==> src/rtl/rx_frame_controller.sv <==
// rx_frame_controller
//   Receive-path sequencer for the serial transceiver. It takes the
//   per-bit strobe (sample_sig) and line level (din) from the upstream
//   sampler and assembles DATA_BITS-wide words, LSB first. Completed words
//   go into a FIFO_DEPTH-entry first-word-fall-through FIFO, which the
//   consumer drains over a valid/ready handshake. Overrun and framing or
//   timeout errors are reported through sticky flags.
//
//   Optional feature macro: RX_STOP_CHECK_EN
//     defined   - after the data bits, one more strobe carries the stop bit.
//                 A stop level of 1 pushes the word. A stop level of 0
//                 drops the word and sets frame_err.
//     undefined - no stop bit is consumed; SHIFT goes straight to PUSH.
module rx_frame_controller #(
  parameter int DATA_BITS  = 8,   // 1..8
  parameter int FIFO_DEPTH = 4,   // power of 2, 2..16
  parameter int TIMEOUT    = 40   // max cycles between strobes inside a frame
) (
  input  logic       sample_clk,
  input  logic       rst_n,
  input  logic       sample_sig,
  input  logic       din,
  input  logic       clr_flags,
  output logic [7:0] rx_data,
  output logic       rx_valid,
  input  logic       rx_ready,
  output logic [4:0] level,
  output logic       busy,
  output logic       overrun,
  output logic       frame_err
);

  localparam int AW = $clog2(FIFO_DEPTH);
  localparam int TW = $clog2(TIMEOUT + 1);

  typedef enum logic [1:0] {
    S_IDLE  = 2'd0,
    S_SHIFT = 2'd1,
`ifdef RX_STOP_CHECK_EN
    S_STOP  = 2'd3,
`endif
    S_PUSH  = 2'd2
  } state_t;

  // State entered once the last data bit has been captured.
`ifdef RX_STOP_CHECK_EN
  localparam state_t S_AFTER_DATA = S_STOP;
`else
  localparam state_t S_AFTER_DATA = S_PUSH;
`endif

  state_t                 r_state;
  logic [DATA_BITS-1:0]   r_shift;
  logic [3:0]             r_bit_cnt;
  logic [TW-1:0]          r_to_cnt;
  logic [DATA_BITS-1:0]   r_mem [FIFO_DEPTH];
  logic [AW-1:0]          r_wr_ptr;
  logic [AW-1:0]          r_rd_ptr;
  logic [4:0]             r_level;
  logic [DATA_BITS-1:0]   r_last;
  logic                   r_overrun;
  logic                   r_frame_err;

  state_t                 w_state_nxt;
  logic [DATA_BITS-1:0]   w_shift_nxt;
  logic [3:0]             w_bit_cnt_nxt;
  logic [TW-1:0]          w_to_nxt;
  logic                   w_push;
  logic                   w_frame_evt;
  logic                   w_pop;
  logic                   w_full;
  logic                   w_wr;
  logic                   w_ovf_evt;
  logic [DATA_BITS-1:0]   w_head;

  assign w_pop     = rx_valid && rx_ready;
  assign w_full    = (r_level == 5'(FIFO_DEPTH));
  assign w_wr      = w_push && (!w_full || w_pop);
  assign w_ovf_evt = w_push && w_full && !w_pop;

  // Next-state logic: bit capture, timeout supervision and stop-bit check.
  always_comb begin
    // NOTE: every signal driven here gets a default first, so no path can
    // leave it unassigned and infer a latch.
    w_state_nxt   = r_state;
    w_shift_nxt   = r_shift;
    w_bit_cnt_nxt = r_bit_cnt;
    w_to_nxt      = r_to_cnt;
    w_push        = 1'b0;
    w_frame_evt   = 1'b0;
    case (r_state)
      S_IDLE: begin
        w_to_nxt = '0;
        if (sample_sig) begin
          w_shift_nxt   = DATA_BITS'(din);
          w_bit_cnt_nxt = 4'd1;
          w_state_nxt   = (DATA_BITS == 1) ? S_AFTER_DATA : S_SHIFT;
        end
      end
      S_SHIFT: begin
        if (sample_sig) begin
          w_shift_nxt   = r_shift | (DATA_BITS'(din) << r_bit_cnt);
          w_bit_cnt_nxt = r_bit_cnt + 4'd1;
          w_to_nxt      = '0;
          if (r_bit_cnt == 4'(DATA_BITS - 1)) w_state_nxt = S_AFTER_DATA;
        end else if (r_to_cnt == TW'(TIMEOUT - 1)) begin
          w_frame_evt = 1'b1;
          w_state_nxt = S_IDLE;
        end else begin
          w_to_nxt = r_to_cnt + 1'b1;
        end
      end
`ifdef RX_STOP_CHECK_EN
      S_STOP: begin
        if (sample_sig) begin
          w_to_nxt = '0;
          if (din) begin
            w_state_nxt = S_PUSH;
          end else begin
            w_frame_evt = 1'b1;
            w_state_nxt = S_IDLE;
          end
        end else if (r_to_cnt == TW'(TIMEOUT - 1)) begin
          w_frame_evt = 1'b1;
          w_state_nxt = S_IDLE;
        end else begin
          w_to_nxt = r_to_cnt + 1'b1;
        end
      end
`endif
      S_PUSH: begin
        // A strobe arriving here is ignored; the frame is already complete.
        w_push      = 1'b1;
        w_to_nxt    = '0;
        w_state_nxt = S_IDLE;
      end
      default: w_state_nxt = S_IDLE;
    endcase
  end

  // FSM, shift register and counters.
  always_ff @(posedge sample_clk or negedge rst_n) begin
    // NOTE: sequential state uses non-blocking assignments so every register
    // samples the pre-edge values regardless of statement order.
    if (!rst_n) begin
      r_state   <= S_IDLE;
      r_shift   <= '0;
      r_bit_cnt <= '0;
      r_to_cnt  <= '0;
    end else begin
      r_state   <= w_state_nxt;
      r_shift   <= w_shift_nxt;
      r_bit_cnt <= w_bit_cnt_nxt;
      r_to_cnt  <= w_to_nxt;
    end
  end

  // FIFO storage array. The write pointer always addresses a free or
  // vacating slot.
  always_ff @(posedge sample_clk) begin
    // NOTE: storage has no reset. Entries are only read once level says
    // they were written, so clearing them would add logic without effect.
    if (w_wr) r_mem[r_wr_ptr] <= r_shift;
  end

  // FIFO pointers, occupancy, and the held copy of the last popped word.
  always_ff @(posedge sample_clk or negedge rst_n) begin
    if (!rst_n) begin
      r_wr_ptr <= '0;
      r_rd_ptr <= '0;
      r_level  <= '0;
      r_last   <= '0;
    end else begin
      if (w_wr)  r_wr_ptr <= r_wr_ptr + 1'b1;
      if (w_pop) begin
        r_rd_ptr <= r_rd_ptr + 1'b1;
        r_last   <= r_mem[r_rd_ptr];
      end
      case ({w_wr, w_pop})
        2'b10:   r_level <= r_level + 5'd1;
        2'b01:   r_level <= r_level - 5'd1;
        default: r_level <= r_level;
      endcase
    end
  end

  // Sticky error flags. A new event wins over a same-cycle clear.
  always_ff @(posedge sample_clk or negedge rst_n) begin
    if (!rst_n) begin
      r_overrun   <= 1'b0;
      r_frame_err <= 1'b0;
    end else begin
      if (w_ovf_evt)      r_overrun <= 1'b1;
      else if (clr_flags) r_overrun <= 1'b0;
      if (w_frame_evt)    r_frame_err <= 1'b1;
      else if (clr_flags) r_frame_err <= 1'b0;
    end
  end

  assign rx_valid  = (r_level != 5'd0);
  assign w_head    = rx_valid ? r_mem[r_rd_ptr] : r_last;
  assign rx_data   = 8'(w_head);
  assign level     = r_level;
  assign busy      = (r_state != S_IDLE);
  assign overrun   = r_overrun;
  assign frame_err = r_frame_err;

endmodule

==> config.mk <==
export PLATFORM = sky130hd
export DESIGN_NAME = rx_frame_controller
export DESIGN_NICKNAME = d
export VERILOG_FILES = /design/src/rtl/rx_frame_controller.sv
export SDC_FILE = /design/constraint.sdc
export NUM_CORES = 1
export LEC_CHECK = 0
export CELL_PAD_IN_SITES_DETAIL_PLACEMENT = 1
export CELL_PAD_IN_SITES_GLOBAL_PLACEMENT = 1
export CORE_MARGIN = 1.5
export CORE_UTILIZATION = 42
export DETAILED_ROUTE_END_ITERATION = 6
export GPL_TIMING_DRIVEN = 0
export MAX_ROUTING_LAYER = met4
export PLACE_DENSITY = 0.81
export SLEW_MARGIN = 20
export SYNTH_ARGS = -nofsm -noshare
export SYNTH_HDL_FRONTEND = slang
export SYNTH_SLANG_ARGS = --single-unit
==> constraint.sdc <==
create_clock -name sample_clk -period 1.9 [get_ports sample_clk]
set_input_delay 0.38 -clock sample_clk [delete_from_list [all_inputs] [get_ports sample_clk]]
set_output_delay 0.38 -clock sample_clk [all_outputs]
set_load 0.05 [all_outputs]
==> results of run 1 <==
==> power by group through the flow <==
stage	registers [mW]	clock network, mW	logic (mW)
after floorplan	2.43	0	1.62
after global placement	2.31	0	2.31
after detailed placement	2.36	0	2.40
after CTS	2.34	1.37	2.87
after global routing	2.43	1.47	3.44
final	2.40	1.40	3.30
==> layout by cell type (no fill, tap or decap), drive strengths merged, types with 2 or more instances in the layout <==
cell type / netlist / layout
inv: 8 / 8
a21boi: 4 / 4
nor3: 3 / 3
dlygate4sd2: 0 / 5
or2: 2 / 2
edfxtp: 32 / 32
clkbuf: 8 / 20
mux4: 8 / 8
nand3: 9 / 9
nand2: 17 / 17
nand4: 2 / 2
nand2b: 5 / 5
buf: 5 / 43
o211ai: 2 / 2
mux2: 17 / 17
clkinv: 0 / 2
nor2: 13 / 13
a31oi: 5 / 5
and2: 6 / 6
a21oi: 5 / 5
bufinv: 0 / 2
a41oi: 2 / 2
or3: 3 / 3
mux2i: 2 / 2
clkdlybuf4s50: 0 / 2
dfrtp: 39 / 39
nand3b: 2 / 2
a211o: 3 / 3
nor2b: 3 / 3
ha: 8 / 8
xnor2: 5 / 5
dlymetal6s2s: 0 / 2
a22o: 2 / 2
o21ai: 13 / 13
a21o: 7 / 7
==> critical path, delay by kind of cell, from the launching register on <==
family                     cells  cell delay, ns
and+or+nand+nor                2            0.81
AOI/OAI and AO/OA              4            0.65
DFF                            1            0.45
adders and majority gates      1            0.22
xor gates and xnor gates       1            0.11
==> worst paths after layout <==
kind | start | end | cells past startpoint
hold reg to reg | r_shift[3]$_DFFE_PN0P_ | r_mem[2][3]$_DFFE_PP_ | 0
max in group asynchronous | rst_n | r_state[1]$_DFFE_PN0P_ | 3
min in group sample_clk | r_shift[3]$_DFFE_PN0P_ | r_mem[2][3]$_DFFE_PP_ | 0
setup reg to reg | level[0]$_DFFE_PN0P_ | level[4]$_DFFE_PN0P_ | 8
hold / removal | rst_n | r_rd_ptr[1]$_DFFE_PN0P_ | 2
setup / recovery | level[0]$_DFFE_PN0P_ | level[4]$_DFFE_PN0P_ | 8
==> kinds of logic after synthesis <==
family / after synthesis
AOI/OAI and AO/OA: 50
xor gates and xnor gates: 6
adders and majority gates: 8
buffers and inverters: 21
DFF: 71
muxes: 27
and+or+nand+nor: 68
==> area by class of cell <==
class	instances	area, µm²	area share (%)
inverter	8	35.0	0.807
multi-input combinational	159	1400	32.2
timing repair buffer	52	529	12.2
buffer	11	82.6	1.90
clock buffer	11	141	3.26
tap	102	128	2.94
clock inverter	5	81.3	1.87
sequential	71	1950	44.8
==> state kept, by name (all words and copies together) (netlist names), 4 cells and up <==
register	cells
level	5
r_to_cnt	6
r_mem	32
r_shift	8
r_last	8
r_bit_cnt	4
==> layer usage <==
metal	track usage [%]	wire length (µm)
met1	25.7	4030
met3	5.36	292
met5	-	0
met2	40.7	5280
met4	11.7	501
==> repair_timing <==
action / 4_1_cts / 5_1_grt
endpoints found under the setup margin: 58 / 25
buffers inserted: 22 / 7
gates cloned: 1 / 2
gates resized for setup: 115 / 16
pin swaps: 11 / 8
hold endpoints to repair: 11 / 0
hold buffers: 1 / 0
==> impl_metrics.env, run 1 <==
export IMPL_final_area_mm2=0.00434
export IMPL_placed_cells=375
export IMPL_p_int_mw=4.28
export IMPL_layout_min_cycle_time_ns=2.37
export IMPL_grt_pass1_wl_mm=14.0
export IMPL_critPathMaxStageDelay_ns=0.45
export IMPL_synth_flop_cell="dfrtp_1"
export IMPL_whs_ns=0.485
export IMPL_drtAntennaViolNets=0
export IMPL_synthCells=251
export IMPL_hold_violations=0
export IMPL_layout_setup_ws_ns=-0.467
export IMPL_place_area_mm2=0.00367
export IMPL_start_kind="flip-flop"
export IMPL_cts_buffer_depth=2
export IMPL_synth_edf_count=32
export IMPL_seqPwrFrac_pct=33.8
export IMPL_track_usage_pct=23.7
export IMPL_crit_fanout=3
export IMPL_finalNonFillerCells=419
export IMPL_peakVddDrop_mv=0.484
export IMPL_worst_slew_pin_slew_ns=0.537
export IMPL_io_buffers=21
export IMPL_n_antenna_cell=0
export IMPL_tns_ns=-4.75
export IMPL_gr_total_overflow=0
export IMPL_drc=0
export IMPL_drtIter0Drc=70
export IMPL_synth_cells_most_frequent="dfrtp_1, edfxtp_1, nand2_1, mux2_2, nor2_1"
export IMPL_utilization_pct=56.8
export IMPL_synth_area_per_cell_um2=13.1
export IMPL_synth_compound_area_share_pct=11.0
export IMPL_grt_start_max_net_pins=29
export IMPL_io_pins=23
export IMPL_violations="negative setup slack"
export IMPL_die_area_mm2=0.00834
export IMPL_synth_seq_cells=71
export IMPL_dp_hpwl_mm=4.86
export IMPL_synth_area_leaders="dfrtp_1, edfxtp_1, mux2_2, mux4_2, ha_1"
export IMPL_ys_seq_area_share_pct=59.1
export IMPL_yosysMostFrequentCell="dfrtp_1"
export IMPL_crit_top_cell="or3_4"
export IMPL_chipWidth_um=91.3
export IMPL_leakage_nw=1.84
export IMPL_r2r_slack_ns=-0.47
export IMPL_post_place_ws_ns=-0.692
export IMPL_cts_tree="yes"
export IMPL_setup_violations=20
export IMPL_cp_arrival_ns=2.60
export IMPL_drive_gt1_share_pct=36.3
export IMPL_clock_latency_ns=0.36
export IMPL_start_util_pct=42.8
export IMPL_min_period_over_period_pct=125
export IMPL_yosysUniqueCellTypes=48
export IMPL_synth_adder_area_share_pct=3.06
export IMPL_setup_worst_path_end_class="flip-flop"
export IMPL_grt_pass1_vias=2501
export IMPL_yosys_mux_area_fraction_pct=12.1
export IMPL_slew_headroom_pct=64.4
export IMPL_wirelength_mm=10.1
export IMPL_cts_buffers=9
export IMPL_fin_skew_ns=0.0203
export IMPL_synth_simple_area_share_pct=10.6
export IMPL_via_per_inst=5.64
export IMPL_synth_top_cell_area_share_pct=29.8
export IMPL_synth_nets=265
export IMPL_area_growth_pct=32.6
export IMPL_crit_required_ns=2.14
export IMPL_finalMaxSlewViolations=0
export IMPL_wl_per_cell_um=24.1
export IMPL_crit_chain="or3_4, o211ai_4, xnor2_2, ha_2, or3_4, a21oi_4, a211o_1, o211ai_1"
export IMPL_rsz0062_at_grt="yes"
export IMPL_maxCapViolCount=0
export IMPL_die_y_um=91.3
export IMPL_fmax_mhz=422
export IMPL_synthArstFlopShare_pct=54.9
export IMPL_synth_xor_area_share_pct=1.60
export IMPL_status="finished, violations left"
export IMPL_hp_class="in2async"
export IMPL_power_frac_comb_pct=46.5
export IMPL_rows=32
export IMPL_swShare_pct=39.7
export IMPL_power_mw=7.09
export IMPL_clockRootBuffer="clkbuf_8"
export IMPL_place_congestion=0.781
export IMPL_path_class="reg2reg"
export IMPL_clk_pin_slew_ns=0.09
export IMPL_fin_nets=326
export IMPL_core_mm2=0.00765
export IMPL_synthesis_area_mm2=0.00328
export IMPL_power_clock_fraction_pct=19.7
export IMPL_vias=2364
export IMPL_synth_top_family_by_area="multiplexers"
export IMPL_first_pass_iters=4
export IMPL_pwr_density_cell_mw_per_mm2=1630
export IMPL_yosys_warnings=0
export IMPL_h_tree_depth=3
export IMPL_antenna_found_initial=0
export IMPL_crit_slowest_cell="dfrtp_2"
export IMPL_cts_sinks=71
export IMPL_synth_top_cell_by_area="dfrtp_1"
export IMPL_switchingPower_mw=2.82
export IMPL_fill_cells=763
Note: power is estimated with default switching activity, not from simulation.
==> run 2, diff against run 1 <==
--- a/config.mk
+++ b/config.mk
@@ -13,6 +13,7 @@
 export GPL_TIMING_DRIVEN = 0
 export MAX_ROUTING_LAYER = met4
 export PLACE_DENSITY = 0.81
+export SKIP_LAST_GASP = 1
 export SLEW_MARGIN = 20
 export SYNTH_ARGS = -nofsm -noshare
 export SYNTH_HDL_FRONTEND = slang
==> run 2 against run 1 <==
Total power down 1.3%. Combinational power shrank 2%. Largest cell class unchanged. Die area unchanged. The flow still finishes with violations (negative setup slack). Critical path type unchanged. Largest power group unchanged.
==> impl_metrics.env, run 2 (synthesis gave the netlist of run 1 again) <==
export IMPL_status="finished, violations left"
export IMPL_violations="negative setup slack"
export IMPL_placed_cells=375
export IMPL_start_util_pct=42.8
export IMPL_min_period_over_period_pct=123
export IMPL_cts_buffer_depth=2
export IMPL_fin_nets=328
export IMPL_crit_top_cell="or3_4"
export IMPL_io_pins=23
export IMPL_drtAntennaViolNets=0
export IMPL_io_buffers=21
export IMPL_gr_total_overflow=0
export IMPL_pwr_density_cell_mw_per_mm2=1620
export IMPL_crit_required_ns=2.15
export IMPL_clock_latency_ns=0.37
export IMPL_grt_start_max_net_pins=29
export IMPL_maxCapViolCount=0
export IMPL_finalMaxSlewViolations=0
export IMPL_rsz0062_at_grt="yes"
export IMPL_via_per_inst=5.54
export IMPL_cts_sinks=71
export IMPL_utilization_pct=56.5
export IMPL_reg2reg_from="level[3]$_DFFE_PN0P_"
export IMPL_peakVddDrop_mv=0.494
export IMPL_setup_worst_path_end_class="flip-flop"
export IMPL_start_kind="flip-flop"
export IMPL_die_y_um=91.3
export IMPL_drc=0
export IMPL_first_pass_iters=4
export IMPL_hp_class="in2async"
export IMPL_cts_tree="yes"
export IMPL_dp_hpwl_mm=4.86
export IMPL_seqPwrFrac_pct=34.1
export IMPL_layout_setup_ws_ns=-0.434
export IMPL_setup_violations=23
export IMPL_top_regs="r_mem x32, r_last x8, r_shift x8"
export IMPL_antenna_found_initial=0
export IMPL_critPathLaunch="level[3]$_DFFE_PN0P_"
export IMPL_critPathMaxStageDelay_ns=0.46
export IMPL_place_area_mm2=0.00367
export IMPL_hold_violations=0
export IMPL_slew_headroom_pct=65.1
export IMPL_leakage_nw=1.82
export IMPL_drtIter0Drc=121
export IMPL_swShare_pct=39.2
export IMPL_grt_pass1_vias=2464
export IMPL_drive_gt1_share_pct=37.0
export IMPL_power_mw=7.00
export IMPL_rows=32
export IMPL_cp_arrival_ns=2.58
export IMPL_h_tree_depth=3
export IMPL_fmax_mhz=429
export IMPL_power_frac_comb_pct=46.2
export IMPL_finalNonFillerCells=421
export IMPL_critPathTopFamily="simple AND/OR/NAND/NOR gates"
export IMPL_clk_pin_slew_ns=0.11
export IMPL_die_area_mm2=0.00834
export IMPL_chipWidth_um=91.3
export IMPL_area_growth_pct=32.0
export IMPL_n_antenna_cell=0
export IMPL_crit_slowest_cell="dfrtp_2"
export IMPL_worst_slew_pin_slew_ns=0.525
export IMPL_wirelength_mm=9.49
export IMPL_crit_buf_inv=0
export IMPL_crit_fanout=3
export IMPL_wl_per_cell_um=22.5
export IMPL_post_place_ws_ns=-0.692
export IMPL_cts_buffers=9
export IMPL_clockRootBuffer="clkbuf_8"
export IMPL_place_congestion=0.781
export IMPL_grt_pass1_wl_mm=13.6
export IMPL_switchingPower_mw=2.74
export IMPL_p_int_mw=4.26
export IMPL_track_usage_pct=22.7
export IMPL_largest_reg_flops=32
export IMPL_layout_min_cycle_time_ns=2.33
export IMPL_vias=2334
export IMPL_final_area_mm2=0.00432
export IMPL_path_class="reg2reg"
export IMPL_fin_skew_ns=0.0305
export IMPL_regMostFlops="r_mem"
export IMPL_core_mm2=0.00765
export IMPL_crit_chain="or3_4, o211ai_4, xnor2_2, ha_2, or3_4, a21oi_4, a211o_1, o211ai_1"
export IMPL_power_clock_fraction_pct=19.7
export IMPL_final_cell_mix="dfrtp_1, edfxtp_1, buf_4"
-- run 2: final timing paths --
kind | endpoint | slack [ns] | depth (start not counted)
worst max-delay path | level[4]$_DFFE_PN0P_ | -0.43 | 8
worst min-delay path | r_last[2]$_DFFE_PN0P_ | 0.47 | 2
worst max register to register | level[4]$_DFFE_PN0P_ | -0.43 | 8
worst min register to register | r_mem[0][3]$_DFFE_PP_ | 0.51 | 0
max in group asynchronous | r_state[1]$_DFFE_PN0P_ | 0.92 | 3
min in group sample_clk | r_mem[0][3]$_DFFE_PP_ | 0.51 | 0
-- run 2: what timing repair did --
action                                 in CTS  in global routing
setup endpoints to repair                  58                 56
pin swaps                                  11                 13
endpoints found under the hold margin      11                  0
hold buffers                                1                  0
buffers inserted                           22                  9
cloned                                      1                  1
gates resized for setup                   105                 20
-- run 2: worst reg2reg max path: cells and delay by family, from the launching register on --
| family | cells | cell delay, ns |
|---|---|---|
| AND/OR/NAND/NOR | 2 | 0.78 |
| AO/OA/AOI/OAI | 4 | 0.68 |
| flip-flops | 1 | 0.46 |
| adder cells (fa/ha/maj) | 1 | 0.20 |
| XOR/XNOR | 1 | 0.11 |
-- run 2: power groups by stage --
| stage | clock network [mW] | registers (mW) | logic [mW] |
|---|---|---|---|
| after floorplan | 0 | 2.43 | 1.62 |
| after global placement | 0 | 2.31 | 2.31 |
| after detailed placement | 0 | 2.36 | 2.40 |
| after CTS | 1.37 | 2.34 | 2.79 |
| after global routing | 1.45 | 2.42 | 3.40 |
| final | 1.38 | 2.39 | 3.24 |
-- run 2: layer usage --
metal | vias up | track usage (%) | share of wire [%]
met5 | - | - | 0
met1 | 1195 | 26.2 | 40
li1 | 1055 | - | -
met4 | 0 | 9.51 | 3.2
met3 | 26 | 5.61 | 3.8
met2 | 58 | 37.7 | 53
-- run 2: through the flow --
step / hold WS [ns] / TNS, ns
detailed placement: 0.298 / -25.38
global placement: 0.487 / -45.95
floorplan: 0.0844 / -2.11
global route: 0.473 / -5.80
finish: 0.471 / -5.01
CTS: 0.457 / -4.14
-- run 2: final cells by class --
cell class / count / area, µm²
clock buffer: 11 / 141
sequential: 71 / 1950
inverter: 8 / 35.0
multi-input combinational: 159 / 1380
tap: 102 / 128
timing repair buffer: 54 / 526
clock inverter: 5 / 81.3
fill: 774 / 3320
buffer: 11 / 82.6
